$ cat config.mk
export PLATFORM = sky130hd
export DESIGN_NAME = sdram_user_port
export DESIGN_NICKNAME = d
export VERILOG_FILES = /design/src/rtl/sdram_user_port_pkg.sv /design/src/rtl/sdram_user_port_wr_fifo.sv /design/src/rtl/sdram_user_port.sv
export SDC_FILE = /design/constraint.sdc
export NUM_CORES = 1
export LEC_CHECK = 0
export ABC_AREA = 1
export CAP_MARGIN = 10
export CORE_MARGIN = 2
export CORE_UTILIZATION = 36
export DETAILED_ROUTE_END_ITERATION = 10
export GPL_ROUTABILITY_DRIVEN = 0
export GPL_TIMING_DRIVEN = 0
export PLACE_DENSITY_LB_ADDON = 0.3
export SETUP_SLACK_MARGIN = 0.02
export SLEW_MARGIN = 0
export SYNTH_ARGS = -nofsm -noshare
export SYNTH_HDL_FRONTEND = slang
export SYNTH_SLANG_ARGS = --single-unit
$ cat constraint.sdc
create_clock -name clk -period 3.13 [get_ports clk]
set_input_delay 0.4695 -clock clk [delete_from_list [all_inputs] [get_ports clk]]
set_output_delay 0.4695 -clock clk [all_outputs]
set_load 0.02 [all_outputs]
$ cat src/rtl/sdram_user_port_pkg.sv
// Shared sizes, FSM encodings and the arbitration decision for the SDRAM user port.
// Default sizes mirror the SDR_SDRAM_* widths of the 16-bit controller.
package sdram_user_port_pkg;

  localparam int DEF_DATA_SZ    = 16;  // SDR_SDRAM_DATA_WIDTH
  localparam int DEF_ADDR_SZ    = 22;  // SDR_SDRAM_ROW_SIZE + SDR_SDRAM_COL_SIZE
  localparam int DEF_WF_DEPTH   = 8;
  localparam int DEF_WF_HI_WM   = 6;
  localparam int DEF_MAX_RD_OUT = 4;

  typedef enum logic [1:0] {
    ST_IDLE   = 2'd0,
    ST_WR_REQ = 2'd1,
    ST_RD_REQ = 2'd2
  } arb_state_e;

  typedef enum logic {
    LAST_WR = 1'b0,
    LAST_RD = 1'b1
  } last_gnt_e;

  typedef enum logic [1:0] {
    DEC_NONE = 2'd0,
    DEC_WR   = 2'd1,
    DEC_RD   = 2'd2
  } arb_dec_e;

  // High watermark beats fairness; otherwise alternate away from the last granted type.
  function automatic arb_dec_e arb_pick(input logic wr_elig, input logic rd_elig,
                                        input logic hi_wm, input last_gnt_e last);
    arb_dec_e dec;
    dec = DEC_NONE;
    if (wr_elig && hi_wm) begin
      dec = DEC_WR;
    end else if (wr_elig && rd_elig) begin
      if (last == LAST_WR) dec = DEC_RD;
      else                 dec = DEC_WR;
    end else if (wr_elig) begin
      dec = DEC_WR;
    end else if (rd_elig) begin
      dec = DEC_RD;
    end
    return dec;
  endfunction

endpackage

$ cat src/rtl/sdram_user_port_wr_fifo.sv
// Synchronous write FIFO holding {addr,data} entries; head is valid whenever not empty.
// Occupancy is kept as an explicit level register so full/empty/level are all registered.
module sdram_wr_fifo #(
  parameter int AW    = 22,
  parameter int DW    = 16,
  parameter int DEPTH = 8
) (
  input  logic                     clk,
  input  logic                     rst,
  input  logic                     push,
  input  logic [AW-1:0]            push_addr,
  input  logic [DW-1:0]            push_data,
  input  logic                     pop,
  output logic [AW-1:0]            head_addr,
  output logic [DW-1:0]            head_data,
  output logic [$clog2(DEPTH):0]   level,
  output logic                     full,
  output logic                     empty
);

  localparam int PW = $clog2(DEPTH);

  logic [AW+DW-1:0] mem_q [DEPTH];
  logic [PW-1:0]    wr_ptr_q, wr_ptr_d;
  logic [PW-1:0]    rd_ptr_q, rd_ptr_d;
  logic [PW:0]      level_q, level_d;
  logic             do_push, do_pop;

  assign full  = (level_q == (PW+1)'(DEPTH));
  assign empty = (level_q == '0);
  assign level = level_q;
  assign {head_addr, head_data} = mem_q[rd_ptr_q];

  always_comb begin
    do_push  = push && !full;
    do_pop   = pop && !empty;
    wr_ptr_d = wr_ptr_q;
    rd_ptr_d = rd_ptr_q;
    level_d  = level_q;
    // Pointers are PW bits wide, so increments wrap modulo DEPTH.
    if (do_push) wr_ptr_d = wr_ptr_q + 1'b1;
    if (do_pop)  rd_ptr_d = rd_ptr_q + 1'b1;
    if (do_push && !do_pop)      level_d = level_q + 1'b1;
    else if (!do_push && do_pop) level_d = level_q - 1'b1;
  end

  always_ff @(posedge clk) begin
    if (rst) begin
      wr_ptr_q <= '0;
      rd_ptr_q <= '0;
      level_q  <= '0;
    end else begin
      wr_ptr_q <= wr_ptr_d;
      rd_ptr_q <= rd_ptr_d;
      level_q  <= level_d;
    end
  end

  always_ff @(posedge clk) begin
    if (do_push) mem_q[wr_ptr_q] <= {push_addr, push_data};
  end

endmodule

$ cat src/rtl/sdram_user_port.sv
// Client front-end of the SDRAM controller: write FIFO plus one read slot, arbitrated
// into a single in-flight wr_req/rd_req handshake, with registered read-data return.
module sdram_user_port
  import sdram_user_port_pkg::*;
#(
  parameter int DATA_SZ    = DEF_DATA_SZ,
  parameter int ADDR_SZ    = DEF_ADDR_SZ,
  parameter int WF_DEPTH   = DEF_WF_DEPTH,
  parameter int WF_HI_WM   = DEF_WF_HI_WM,
  parameter int MAX_RD_OUT = DEF_MAX_RD_OUT
) (
  input  logic                        clk,
  input  logic                        rst,
  input  logic                        u_wr_valid,
  output logic                        u_wr_ready,
  input  logic [ADDR_SZ-1:0]          u_wr_addr,
  input  logic [DATA_SZ-1:0]          u_wr_data,
  input  logic                        u_rd_valid,
  output logic                        u_rd_ready,
  input  logic [ADDR_SZ-1:0]          u_rd_addr,
  output logic [DATA_SZ-1:0]          u_rdata,
  output logic                        u_rdata_valid,
  output logic [$clog2(WF_DEPTH):0]   wf_level,
  output logic                        wr_req,
  input  logic                        wr_gnt,
  output logic [ADDR_SZ-1:0]          wr_addr,
  output logic [DATA_SZ-1:0]          wr_data,
  output logic                        rd_req,
  input  logic                        rd_gnt,
  output logic [ADDR_SZ-1:0]          rd_addr,
  input  logic [DATA_SZ-1:0]          rd_data,
  input  logic                        rd_valid,
  output arb_state_e                  dbg_state
);

  // Handshakes: a client beat transfers on valid&ready at a rising edge. A controller
  // request (req + payload) is registered and held until the edge that samples gnt
  // high; req drops at that same edge. gnt outside a matching request is ignored.

  localparam int LVL_W = $clog2(WF_DEPTH) + 1;
  localparam int OUT_W = $clog2(MAX_RD_OUT + 1);

  arb_state_e          state_q, state_d;
  last_gnt_e           last_q, last_d;
  logic                wr_req_q, wr_req_d;
  logic [ADDR_SZ-1:0]  wr_addr_q, wr_addr_d;
  logic [DATA_SZ-1:0]  wr_data_q, wr_data_d;
  logic                rd_req_q, rd_req_d;
  logic [ADDR_SZ-1:0]  rd_addr_q, rd_addr_d;
  logic                slot_valid_q, slot_valid_d;
  logic [ADDR_SZ-1:0]  slot_addr_q, slot_addr_d;
  logic [OUT_W-1:0]    out_cnt_q, out_cnt_d;
  logic [DATA_SZ-1:0]  u_rdata_q, u_rdata_d;
  logic                u_rdata_valid_q, u_rdata_valid_d;

  logic                fifo_push, fifo_pop, fifo_full, fifo_empty;
  logic [ADDR_SZ-1:0]  fifo_head_addr;
  logic [DATA_SZ-1:0]  fifo_head_data;
  logic [LVL_W-1:0]    fifo_level;
  logic                rd_take, wr_elig, rd_elig, hi_wm;
  arb_dec_e            dec;

  assign fifo_push = u_wr_valid && u_wr_ready;

  sdram_wr_fifo #(
    .AW    (ADDR_SZ),
    .DW    (DATA_SZ),
    .DEPTH (WF_DEPTH)
  ) u_wr_fifo (
    .clk       (clk),
    .rst       (rst),
    .push      (fifo_push),
    .push_addr (u_wr_addr),
    .push_data (u_wr_data),
    .pop       (fifo_pop),
    .head_addr (fifo_head_addr),
    .head_data (fifo_head_data),
    .level     (fifo_level),
    .full      (fifo_full),
    .empty     (fifo_empty)
  );

  assign wr_elig = !fifo_empty;
  assign rd_elig = slot_valid_q && (out_cnt_q < OUT_W'(MAX_RD_OUT));
  assign hi_wm   = (fifo_level >= LVL_W'(WF_HI_WM));
  assign dec     = arb_pick(wr_elig, rd_elig, hi_wm, last_q);

  always_comb begin
    state_d   = state_q;
    last_d    = last_q;
    wr_req_d  = wr_req_q;
    wr_addr_d = wr_addr_q;
    wr_data_d = wr_data_q;
    rd_req_d  = rd_req_q;
    rd_addr_d = rd_addr_q;
    fifo_pop  = 1'b0;
    rd_take   = 1'b0;
    unique case (state_q)
      ST_IDLE: begin
        if (dec == DEC_WR) begin
          state_d   = ST_WR_REQ;
          wr_req_d  = 1'b1;
          wr_addr_d = fifo_head_addr;
          wr_data_d = fifo_head_data;
        end else if (dec == DEC_RD) begin
          state_d   = ST_RD_REQ;
          rd_req_d  = 1'b1;
          rd_addr_d = slot_addr_q;
        end
      end
      ST_WR_REQ: begin
        if (wr_gnt) begin
          state_d  = ST_IDLE;
          wr_req_d = 1'b0;
          fifo_pop = 1'b1;
          last_d   = LAST_WR;
        end
      end
      ST_RD_REQ: begin
        if (rd_gnt) begin
          state_d  = ST_IDLE;
          rd_req_d = 1'b0;
          rd_take  = 1'b1;
          last_d   = LAST_RD;
        end
      end
      default: begin
        state_d  = ST_IDLE;
        wr_req_d = 1'b0;
        rd_req_d = 1'b0;
      end
    endcase
  end

  // Read slot refills only while empty, so it can never be loaded on the grant edge.
  always_comb begin
    slot_valid_d = slot_valid_q;
    slot_addr_d  = slot_addr_q;
    if (rd_take) slot_valid_d = 1'b0;
    if (u_rd_valid && !slot_valid_q) begin
      slot_valid_d = 1'b1;
      slot_addr_d  = u_rd_addr;
    end
  end

  always_comb begin
    out_cnt_d = out_cnt_q;
    unique case ({rd_take, rd_valid})
      2'b10:   out_cnt_d = out_cnt_q + 1'b1;
      2'b01:   if (out_cnt_q != '0) out_cnt_d = out_cnt_q - 1'b1;
      default: out_cnt_d = out_cnt_q;
    endcase
    u_rdata_valid_d = rd_valid;
    u_rdata_d       = rd_valid ? rd_data : u_rdata_q;
  end

  always_ff @(posedge clk) begin
    if (rst) begin
      state_q         <= ST_IDLE;
      last_q          <= LAST_WR;
      wr_req_q        <= 1'b0;
      wr_addr_q       <= '0;
      wr_data_q       <= '0;
      rd_req_q        <= 1'b0;
      rd_addr_q       <= '0;
      slot_valid_q    <= 1'b0;
      slot_addr_q     <= '0;
      out_cnt_q       <= '0;
      u_rdata_q       <= '0;
      u_rdata_valid_q <= 1'b0;
    end else begin
      state_q         <= state_d;
      last_q          <= last_d;
      wr_req_q        <= wr_req_d;
      wr_addr_q       <= wr_addr_d;
      wr_data_q       <= wr_data_d;
      rd_req_q        <= rd_req_d;
      rd_addr_q       <= rd_addr_d;
      slot_valid_q    <= slot_valid_d;
      slot_addr_q     <= slot_addr_d;
      out_cnt_q       <= out_cnt_d;
      u_rdata_q       <= u_rdata_d;
      u_rdata_valid_q <= u_rdata_valid_d;
    end
  end

  assign u_wr_ready    = !fifo_full;
  assign u_rd_ready    = !slot_valid_q;
  assign wf_level      = fifo_level;
  assign wr_req        = wr_req_q;
  assign wr_addr       = wr_addr_q;
  assign wr_data       = wr_data_q;
  assign rd_req        = rd_req_q;
  assign rd_addr       = rd_addr_q;
  assign u_rdata       = u_rdata_q;
  assign u_rdata_valid = u_rdata_valid_q;
  assign dbg_state     = state_q;

endmodule

==> reports/qor_table.md <==
| Quantity | This run | Unit |
|---|---|---|
| Number of slew-limit violations in the final report | 0 | - |
| First-pass GRT wire length | 70,010 | µm |
| Logic gate share of total power | 25.1 | % |
| TritonCTS clock tree | yes | - |
| Maximum number of pins on one net before global-route repair | 25 | - |
| CTS buffer count | 45 | - |
| Final critical delay including setup and external delays | 2510 | ps |
| Buffer count from post-CTS setup fixing | 0 | - |
| Worst r2r path cells | 7 | - |
| Hold Path End | dbg_state[0] | - |
| GRT met3 Usage | 3.326 | % |
| Grt total ovfl | 0 | - |
| Horizontal die dimension | 220.5 | µm |
| Total power divided by cell area | 769.6 | nW/µm² |
| DRT antenna net count | 0 | - |
| Estimated wirelength of the detail-placed design | 30,190 | µm |
| Net switching share of the total power | 31.32 | % |
| Site Rows | 79 | - |
| Reg-to-reg endpoint | u_wr_fifo.mem_q[6][11] | - |
| Boundary Pins | 170 | - |
| Clock root buffer master | sky130_fd_sc_hd__clkbuf_16 | - |
| Arrival time at the worst endpoint | 2760 | ps |
| Top fanout value on the critical path | 20 | - |
| Routed len/inst | 18.15 | µm |
| Post-synth top area share | 54.08 | % |
| Fin nets | 1,997 | - |
| Vias/cell | 4.863 | - |
| Required time at the endpoint of the critical path | 3380 | ps |
| Overall track demand over capacity in global routing | 19.17 | % |
| Core Area | 46,460 | µm² |
| Synth Cell Area | 16,880 | µm² |
| Post-synthesis area per instance | 10.04 | µm² |
| Number of clock sinks seen by CTS | 422 | - |
| Clock group share of total power | 32.8 | % |
| Fillers | 4,326 | - |
| Worst-case clock buffer depth | 3 | - |
| Internal power component | 11.13 | mW |
| Vias in the first global route | 12,023 | - |
| Worst reg2reg startpoint | u_wr_fifo.level[0] | - |
| Layout-stage area growth over the synthesis result | 24.80 | % |
| Detailed-route via count | 12,392 | - |
| RSZ-0062 raised after global routing | no | - |
| Largest cells by area after synthesis | sky130_fd_sc_hd__edfxtp_1 54%, sky130_fd_sc_hd__dfxtp_1 14%, sky130_fd_sc_hd__nand2_1 14% | - |
| Count of yosys warnings during synthesis | 0 | - |
| P_leak | 8.365 | nW |
| Remaining max-slew budget at the tightest pin | 38.62 | % |
| Final sum of negative setup slack | 0 | ps |
| Die ar. | 48,640 | µm² |
| Status | complete, no violations | - |
| Switching pwr | 5.078 | mW |
| Crit end category | flop | - |
| Setup violations, final | 0 | - |
| Distinct cells, synth | 29 | - |
| Top flip-flop cell by instance count after synthesis | sky130_fd_sc_hd__edfxtp_1 | - |
| Synthesized instance count | 1,681 | - |
| Largest area contributor in the netlist | sky130_fd_sc_hd__edfxtp_1 | - |
| Async set-reset flop share out of synthesis | 0 | % |
| Clock insertion delay at the later pin of the skew report | 580 | ps |
| Total Routed Length | 46,250 | µm |
| Most congested layer reported by global routing | met2 | - |
| Area taken by flip-flops and latches | 11,490 | µm² |
| Number of enable-type register cells in the synthesized netlist | 304 | - |
| Final count of hold timing violations | 0 | - |
| Critical path startpoint category | flop | - |
| Final total power | 16.21 | mW |
| Critical setup path kind | flop to flop | - |
| Min-Delay Path Class | input pin to flop | - |
| Sequential-to-total area share from yosys stat | 68.08 | % |
| Number of register bits inferred by synthesis | 422 | - |
| Drt first-iter violations | 929 | - |
| Worst IR drop on VDD | 0.5196 | mV |
| Reg clk slew, reported paths | 60 | ps |
| Register-to-register path setup slack | 620 | ps |
| Antenna violations before repair | 3 | - |
| Worst Hold Depth | 2 | - |
| Effective utilization at floorplan | 36.33 | % |
| DRC violation count after routing | 0 | - |
| Total of hold buffers inserted after clock tree synthesis | 0 | - |
| # resized after CTS | 0 | - |
| Max-cap violations | 0 | - |
| Hold path startpoint | rst | - |
| Number of buffers inserted by port buffering | 167 | - |
| Power share of the sequential group | 42.2 | % |
| Fmax achieved | 398.3 | MHz |
| Worst clock skew | 34.59 | ps |
| Vertical die dimension | 220.5 | µm |
| Met2 global-route usage | 30.67 | % |
| Final critical-path share of the clock period | 80.21 | % |
| Total nets after synthesis | 1,773 | - |
| Number of search-and-repair iterations in the first detailed-routing pass | 5 | - |
| Clock H-tree levels | 2 | - |
| Multi-input logic area | 4552 | µm² |
| Transition at the pin with the smallest max-transition slack | 920.7 | ps |
| Layout Utilization | 45.35 | % |
| Layout cells sized above 1 | 7.478 | % |
| GR Layer Usage met1 | 26.13 | % |
## power groups by stage
stage	logic, mW	registers [mW]	clock network [mW]
after CTS	4.10	6.84	5.39
after global placement	3.98	6.96	0
after floorplan	1.91	7.30	0
after detailed placement	4.08	6.95	0
final	4.06	6.84	5.31
after global routing	4.48	6.89	5.61
## layout by cell type, fill, tap and decap left out, drive strengths merged
master,netlist,final
nand2,630,630
edfxtp,304,304
clkdlybuf4s50,0,167
nand3,145,145
dfxtp,118,118
inv,107,108
clkbuf,33,102
nor2,100,100
o21ai,90,90
a21oi,77,77
buf,59,69
clkinv,1,8
ha,7,7
bufinv,0,3
diode,0,2
nor3,2,2
fa,2,2
o31ai,1,1
and3,1,1
nand3b,1,1
nand4,1,1
or2,1,1
xor2,1,1
clkinvlp,0,1
## synth_stat cells, drive strengths merged, types with 2 or more instances
cell type and instances:
ha 7, edfxtp 304, o21ai 90, buf 59
inv 107, nor3 2, a21oi 77, nor2 100
dfxtp 118, nand2 630, nand3 145, fa 2
clkbuf 33
## cell type report
type,instances,area share (%)
Sequential cell,422,54.55
Multi-Input combinational cell,1059,21.61
Clock inverter,12,0.7187
Timing Repair Buffer,177,9.028
Antenna cell,2,0.02376
Tap cell,607,3.605
Inverter,108,1.936
Buffer,92,2.322
Clock buffer,69,6.213
## flip-flops by register name, indices dropped and copies added, names as in the netlist, 2 cells and up
signal              cells
u_rdata                16
dbg_state               2
slot_addr_q            22
u_wr_fifo.rd_ptr_q      3
rd_addr                22
u_wr_fifo.wr_ptr_q      3
out_cnt_q               3
u_wr_fifo.level         4
u_wr_fifo.mem_q       304
wr_addr                22
wr_data                16
## layer usage
layer  up-vias  wire length, µm
met4         2             1471
met3        88             3221
met1      5859            20300
met5         -               13
met2       442            21230
li1       6001                -
## worst max path at each step
stage               cells past startpoint  slack (ps)                     end          startpoint
floorplan                               6        -110   u_wr_fifo.mem_q[0][0]  u_wr_fifo.level[0]
global placement                        5       -1970   u_wr_fifo.mem_q[0][0]          u_wr_valid
detailed placement                      6         370   u_wr_fifo.mem_q[6][2]          u_wr_valid
CTS                                     7         620  u_wr_fifo.mem_q[6][11]  u_wr_fifo.level[0]
global route                           11         390             wr_data[11]  u_wr_fifo.level[0]
finish                                  7         620  u_wr_fifo.mem_q[6][11]  u_wr_fifo.level[0]
## critical path: stages (launching register included)
cell,delay [ps]
sky130_fd_sc_hd__dfxtp_1,450
sky130_fd_sc_hd__nor2_1,100
sky130_fd_sc_hd__nand3_1,100
sky130_fd_sc_hd__nand2_1,160
sky130_fd_sc_hd__inv_1,120
sky130_fd_sc_hd__nand2_1,240
sky130_fd_sc_hd__nor2_4,710
sky130_fd_sc_hd__buf_12,280
## stage by stage
stage          setup slack [ps]  hold slack, ps  instances  instance area [µm²]
2_1_floorplan            -111.8           454.2       1681                16880
3_3_place_gp              -1969           448.9       2455                19320
3_5_place_dp              365.2           453.4       2465                19600
4_1_cts                   618.2           143.1       2546                21060
5_1_grt                   388.7           164.7       2548                21070
6_report                  619.6           170.7       2548                21070
## kinds of logic after synthesis
| group | share of synthesized area (%) |
|---|---|
| simple gates | 20.81 |
| flops | 68.08 |
| buf+inv | 5.315 |
| compound gates | 4.996 |
| fa+ha+maj | 0.7560 |
| xor+xnor | 0.05190 |
(Power assumes the default switching activity.)
